### src/rtl/clock_time_counter_if.sv
// ---------------------------------------------------------------------------
// clock_time_counter_if
//  Bundles the event inputs and the time/mode outputs of the time-of-day core.
//  The core attaches through the slave modport; whatever feeds it events and
//  watches the display fields (prescaler, buttons, display mux, bench) uses master.
//
//  tick_min   one-cycle pulse per minute from the prescaler
//  btn_mode   one-cycle debounced pulse: advance set mode
//  btn_inc    one-cycle debounced pulse: increment the selected field
//  hh_tens    hours tens digit, BCD 0..2
//  hh_ones    hours ones digit, BCD 0..9 (0..3 when hh_tens==2)
//  mm_tens    minutes tens digit, BCD 0..5
//  mm_ones    minutes ones digit, BCD 0..9
//  mode       00=RUN, 01=SET_HH, 10=SET_MM
//  start      prescaler start, high only in RUN
//  day_tick   one-cycle pulse on the 23:59 -> 00:00 rollover in RUN
// ---------------------------------------------------------------------------
interface clock_time_counter_if;
  logic       tick_min;
  logic       btn_mode;
  logic       btn_inc;
  logic [3:0] hh_tens;
  logic [3:0] hh_ones;
  logic [3:0] mm_tens;
  logic [3:0] mm_ones;
  logic [1:0] mode;
  logic       start;
  logic       day_tick;

  modport master (
    output tick_min, btn_mode, btn_inc,
    input  hh_tens, hh_ones, mm_tens, mm_ones, mode, start, day_tick
  );

  modport slave (
    input  tick_min, btn_mode, btn_inc,
    output hh_tens, hh_ones, mm_tens, mm_ones, mode, start, day_tick
  );
endinterface

### src/rtl/clock_time_counter.sv
// ---------------------------------------------------------------------------
// clock_time_counter
//  Time-of-day core of the digital clock. Counts the prescaler's minute pulse
//  into HH:MM (24-hour, BCD digits) and owns the set-time state machine driven
//  by the mode/increment buttons. While a field is being set, start is held low
//  so the prescaler restarts its minute phase when the clock returns to RUN.
//
//  Parameters
//   INIT_HOURS    binary hour loaded at reset, 0..23
//   INIT_MINUTES  binary minute loaded at reset, 0..59
//
//  Ports
//   clk   system clock, all state on posedge
//   rst   asynchronous, active-high reset (back to INIT time and RUN)
//   bus   clock_time_counter_if.slave: tick_min/btn_mode/btn_inc in;
//         hh_tens/hh_ones/mm_tens/mm_ones/mode/start/day_tick out
// ---------------------------------------------------------------------------
module clock_time_counter #(
  parameter int INIT_HOURS   = 0,
  parameter int INIT_MINUTES = 0
) (
  input  logic                 clk,
  input  logic                 rst,
  clock_time_counter_if.slave  bus
);

  generate
    if (INIT_HOURS < 0 || INIT_HOURS > 23) begin : g_bad_init_hours
      $error("clock_time_counter: INIT_HOURS must be 0..23");
    end
    if (INIT_MINUTES < 0 || INIT_MINUTES > 59) begin : g_bad_init_minutes
      $error("clock_time_counter: INIT_MINUTES must be 0..59");
    end
  endgenerate

  localparam logic [3:0] INIT_HH_T = 4'(INIT_HOURS / 10);
  localparam logic [3:0] INIT_HH_O = 4'(INIT_HOURS % 10);
  localparam logic [3:0] INIT_MM_T = 4'(INIT_MINUTES / 10);
  localparam logic [3:0] INIT_MM_O = 4'(INIT_MINUTES % 10);

  // Encodings double as the external mode code.
  typedef enum logic [1:0] {
    RUN    = 2'b00,
    SET_HH = 2'b01,
    SET_MM = 2'b10
  } state_t;

  state_t     state;
  logic [3:0] hh_t, hh_o, mm_t, mm_o;
  logic       day_tick_q;

  // Single BCD digit increment: returns {carry, next_digit}; wraps to 0 at top.
  function automatic logic [4:0] bcd_digit_inc(input logic [3:0] d,
                                               input logic [3:0] top);
    logic [4:0] r;
    if (d >= top) r = 5'b1_0000;
    else          r = {1'b0, d + 4'd1};
    return r;
  endfunction

  // Minutes 00..59: returns {wrap, tens, ones}. Wrap is the carry into hours.
  function automatic logic [8:0] minute_inc(input logic [3:0] tens,
                                            input logic [3:0] ones);
    logic [4:0] o;
    logic [4:0] t;
    o = bcd_digit_inc(ones, 4'd9);
    t = o[4] ? bcd_digit_inc(tens, 4'd5) : {1'b0, tens};
    return {t[4], t[3:0], o[3:0]};
  endfunction

  // Hours 00..23: returns {wrap, tens, ones}. The ones digit only reaches 9
  // below 20, so tens never needs its own wrap check; 23 is the only rollover.
  function automatic logic [8:0] hour_inc(input logic [3:0] tens,
                                          input logic [3:0] ones);
    logic [4:0] o;
    logic [3:0] t;
    if (tens == 4'd2 && ones == 4'd3) begin
      return {1'b1, 4'd0, 4'd0};
    end
    o = bcd_digit_inc(ones, 4'd9);
    t = o[4] ? tens + 4'd1 : tens;
    return {1'b0, t, o[3:0]};
  endfunction

  logic [8:0] min_next;
  logic [8:0] hr_next;

  always_comb begin
    min_next = minute_inc(mm_t, mm_o);
    hr_next  = hour_inc(hh_t, hh_o);
  end

  // State, time digits and day_tick all update on the same edge.
  always_ff @(posedge clk or posedge rst) begin
    if (rst) begin
      state      <= RUN;
      hh_t       <= INIT_HH_T;
      hh_o       <= INIT_HH_O;
      mm_t       <= INIT_MM_T;
      mm_o       <= INIT_MM_O;
      day_tick_q <= 1'b0;
    end else begin
      day_tick_q <= 1'b0;
      case (state)
        RUN: begin
          // A minute tick coinciding with btn_mode is still counted.
          if (bus.tick_min) begin
            mm_t <= min_next[7:4];
            mm_o <= min_next[3:0];
            if (min_next[8]) begin
              hh_t <= hr_next[7:4];
              hh_o <= hr_next[3:0];
              day_tick_q <= hr_next[8];
            end
          end
          if (bus.btn_mode) state <= SET_HH;
        end
        SET_HH: begin
          if (bus.btn_mode) begin
            state <= SET_MM;
          end else if (bus.btn_inc) begin
            hh_t <= hr_next[7:4];
            hh_o <= hr_next[3:0];
          end
        end
        SET_MM: begin
          if (bus.btn_mode) begin
            state <= RUN;
          end else if (bus.btn_inc) begin
            mm_t <= min_next[7:4];
            mm_o <= min_next[3:0];
          end
        end
        default: state <= RUN;
      endcase
    end
  end

  assign bus.hh_tens  = hh_t;
  assign bus.hh_ones  = hh_o;
  assign bus.mm_tens  = mm_t;
  assign bus.mm_ones  = mm_o;
  assign bus.mode     = state;
  assign bus.start    = (state == RUN);
  assign bus.day_tick = day_tick_q;

endmodule

### src/flat_wrapper.sv
// flat-port wrapper written by rule: the top's interface ports become plain ports
module clock_time_counter_flat 
#(
  parameter int INIT_HOURS   = 0,
  parameter int INIT_MINUTES = 0
)
  (clk, rst, bus_tick_min, bus_btn_mode, bus_btn_inc, bus_hh_tens, bus_hh_ones, bus_mm_tens, bus_mm_ones, bus_mode, bus_start, bus_day_tick);
  clock_time_counter_if bus_i ();
  input  logic clk;
  input  logic rst;
  input wire logic [$bits(bus_i.tick_min)-1:0] bus_tick_min;
  input wire logic [$bits(bus_i.btn_mode)-1:0] bus_btn_mode;
  input wire logic [$bits(bus_i.btn_inc)-1:0] bus_btn_inc;
  output wire logic [$bits(bus_i.hh_tens)-1:0] bus_hh_tens;
  output wire logic [$bits(bus_i.hh_ones)-1:0] bus_hh_ones;
  output wire logic [$bits(bus_i.mm_tens)-1:0] bus_mm_tens;
  output wire logic [$bits(bus_i.mm_ones)-1:0] bus_mm_ones;
  output wire logic [$bits(bus_i.mode)-1:0] bus_mode;
  output wire logic [$bits(bus_i.start)-1:0] bus_start;
  output wire logic [$bits(bus_i.day_tick)-1:0] bus_day_tick;
  assign bus_i.tick_min = bus_tick_min;
  assign bus_i.btn_mode = bus_btn_mode;
  assign bus_i.btn_inc = bus_btn_inc;
  assign bus_hh_tens = bus_i.hh_tens;
  assign bus_hh_ones = bus_i.hh_ones;
  assign bus_mm_tens = bus_i.mm_tens;
  assign bus_mm_ones = bus_i.mm_ones;
  assign bus_mode = bus_i.mode;
  assign bus_start = bus_i.start;
  assign bus_day_tick = bus_i.day_tick;
  clock_time_counter #(.INIT_HOURS(INIT_HOURS), .INIT_MINUTES(INIT_MINUTES)) u_core (.clk(clk), .rst(rst), .bus(bus_i));
endmodule
### config.mk
export PLATFORM = sky130hd
export DESIGN_NAME = clock_time_counter_flat
export DESIGN_NICKNAME = d
export VERILOG_FILES = /design/src/rtl/clock_time_counter_if.sv /design/src/rtl/clock_time_counter.sv /design/src/flat_wrapper.sv
export SDC_FILE = /design/constraint.sdc
export NUM_CORES = 1
export LEC_CHECK = 0
export BUFFER_PORTS_ARGS = -buffer_cell sky130_fd_sc_hd__buf_2
export CORE_MARGIN = 3
export CORE_UTILIZATION = 45
export DETAILED_ROUTE_END_ITERATION = 12
export PLACE_DENSITY = 0.68
export SLEW_MARGIN = 25
export SYNTH_ARGS = -nofsm -noshare
export SYNTH_HDL_FRONTEND = slang
export SYNTH_SLANG_ARGS = --single-unit
export TNS_END_PERCENT = 20
### constraint.sdc
create_clock -name clk -period 2.7 [get_ports clk]
set_input_delay 0.27 -clock clk [delete_from_list [all_inputs] [get_ports clk]]
set_output_delay 0.27 -clock clk [all_outputs]
set_load 0.05 [all_outputs]
==> metrics.txt <==
synth top area cells=dfrtp_1, ha_1, nand3_1; First-pass DRT Iterations=4; Post-CTS Repair Setup Buffers=0; multiplexer share of the synthesized area=0.04746; Yosys top cell by area=dfrtp_1; worst slew pin tran=741.9 ps; simple-gate share of the synthesized area=0.2196; Area Growth Syn to Fin=16.89%; Sequential Area=475.5 sq um; Hold WC Path Type=primary input to async pin; cell area after synthesis=1134 sq um; IO Port Bufs=24; asr flop ratio synth=1.000; Post-CTS Hold Fix Bufs=0; # IOs=25; Power Total=1.683 mW; Die Span Y=56.19 um; Worst-Skew Late Latency=290 ps; post-route ant nets=0; number of setup violations in the final report=0; root buffer cell=clkbuf_4; Synth Area in XOR/XNOR=0.01545; Synth cell types=33; Yosys top cell area share=0.4194; H-tree depth=1; clk sink count=19; Initial Util=0.4935; DP Cell Count=165; non-filler cells, final=169; largest family of logic cells by synthesized area=simple AND/OR/NAND/NOR gates; most frequent cells in the layout=buf_2, dfrtp_1, nand3_1; pwr/cell area=1270 nW/um^2; Critical Path, Cell by Cell=inv_1 -> ha_1 -> inv_1 -> o31ai_2 -> buf_4 -> o41ai_4 -> nand2_1 -> mux2_1; Post-Route Setup TNS=0 ps; Ant. Diodes=0; GRT overflow=0; vias in the first global route=851; vias per cell=5.266; CTS tree=done; largest net degree at the start of global routing=20; Critical Path AT=2220 ps; Synth Area in Compound Gates=0.1325; commonest non-fill, non-tap cell in the layout=buf_2; DIE WIDTH=56.19 um; relative slew slack=0.5048; die footprint=3157 sq um; vias=890; Num CTS Buffers=3; placeable core area=2297 sq um; number of placement rows=17; slowest cell on the critical path=o41ai_4; max-cap violation count=0; multi-input combinational cell area=608.1 sq um; WP buf/inv=3; critical path class=register to register; Synthesis Warnings=0; NumNets Final=158; Routability Congestion=0.7687; LEAKAGE=0.6790 nW; element type at the critical path start=register; outcome=finished clean; Final Cycle Share=0.7524; initial antenna violation count=0; clk buf depth=2; CTS resizes=0; synthesized flop and latch total=19; top_reg_cell synth=dfrtp_1; Syn Area/Cell=10.12 sq um; Seq/Total Area, Yosys=0.4194; number of synthesized flops with an enable pin=0; Avg WL per Cell=13.37 um; first-pass GRT wire length=3995 um; Worst Skew=5.999 ps; GRT Total Usage=0.1573; Net Count, Synth=128; layout cells sized above 1=0.2695; critical path's most frequent cell=inv_1; IR drop worst, VDD=0.7758 mV; max-slew violations=0; Worst-path clk slew=120 ps; final hold vios=0; DRC=0; fill count=196; critical path fanouts, max=8; Crit path required time=2890 ps; CP Capture Type=register; CP delay by family, top=compound AO/OA/AOI/OAI gates; Slowest Stage Delay on Critical Path=430 ps; initial DRC count=53; Post-Route WL=2259 um; Tmin final=2032 ps; dpl hpwl=1747 um; RSZ-0062 raised after global routing=no; max frequency=492.2 MHz; Cells after Synth=112; Synth Area in Adders=0.1214
-- metrics by stage --
step	util	worst slack, ps	cell area [sq um]	hold WS [ps]
after floorplan	-	497.0	1134	221.1
after global placement	0.5654	744.7	1299	421.1
after detailed placement	0.5654	690.0	1299	449.9
after CTS	0.5768	650.3	1325	116.2
after global routing	0.5768	525.7	1325	157.6
final	0.5768	668.4	1325	82.59
-- worst reg2reg max path, cell delays in order (launching register included) --
cell and delay [ps]:
dfrtp_1 420, inv_1 90, ha_1 200, inv_1 60
o31ai_2 50, buf_4 160, o41ai_4 430, nand2_1 170
mux2_1 340
-- kinds of logic after synthesis --
group | Yosys count
buffers and inverters | 13
xor gates and xnor gates | 2
adders and majority gates | 11
and+or+nand+nor | 44
muxes | 5
AOI/OAI and AO/OA | 18
DFF | 19
-- synth_stat cells (all sizes together) (2+ instances only) --
cell	n
nand3b	2
nand3	13
inv	12
nand2	6
nand2b	5
xnor2	2
mux2i	2
o21ai	9
dfrtp	19
ha	11
mux2	3
nor2	9
a21oi	2
-- flip-flops by register name, summed over array words and instances, names as in the netlist --
signal and cells:
u_core.bus.day_tick 1, u_core.bus.hh_ones 4, u_core.bus.hh_tens 4, u_core.bus.mm_ones 4, u_core.bus.mm_tens 4, u_core.bus.mode 2
-- metal layers --
layer | global-route usage | vias up | wire [um]
met3 | 0.02552 | 2 | 89
met1 | 0.2106 | 427 | 1012
met4 | 0.05085 | 0 | 13
met5 | 0 | - | 0
li1 | - | 444 | -
met2 | 0.2571 | 17 | 1143
-- report_power, final --
group          leakage (nW)  switching [mW]  internal (mW)
Clock                0.0150          0.0914         0.0574
Sequential            0.245           0.145          0.388
Combinational         0.419           0.711          0.290
Total                 0.679           0.948          0.735
-- path summary, 6_finish.rpt --
check / start / endpoint / slack (ps) / depth (start not counted)
min in group clk: bus_tick_min / u_core.bus.day_tick / 230 / 3
worst min-delay path: rst / u_core.bus.hh_tens[2] / 80 / 2
worst max-delay path: u_core.bus.mm_ones[0] / u_core.bus.hh_tens[0] / 670 / 8
max in group asynchronous: rst / u_core.bus.hh_ones[1] / 2150 / 2
worst min register to register: u_core.bus.hh_tens[3] / u_core.bus.hh_tens[3] / 510 / 1
worst max register to register: u_core.bus.mm_ones[0] / u_core.bus.hh_tens[0] / 670 / 8
-- cell type report --
cell class | instances | share of cell area
inverter | 12 | 0.03399
timing repair buffer | 26 | 0.1020
multi-input combinational | 80 | 0.4589
tap | 28 | 0.02644
sequential | 19 | 0.3588
clock buffer | 4 | 0.01983
(Power assumes the default switching activity.)
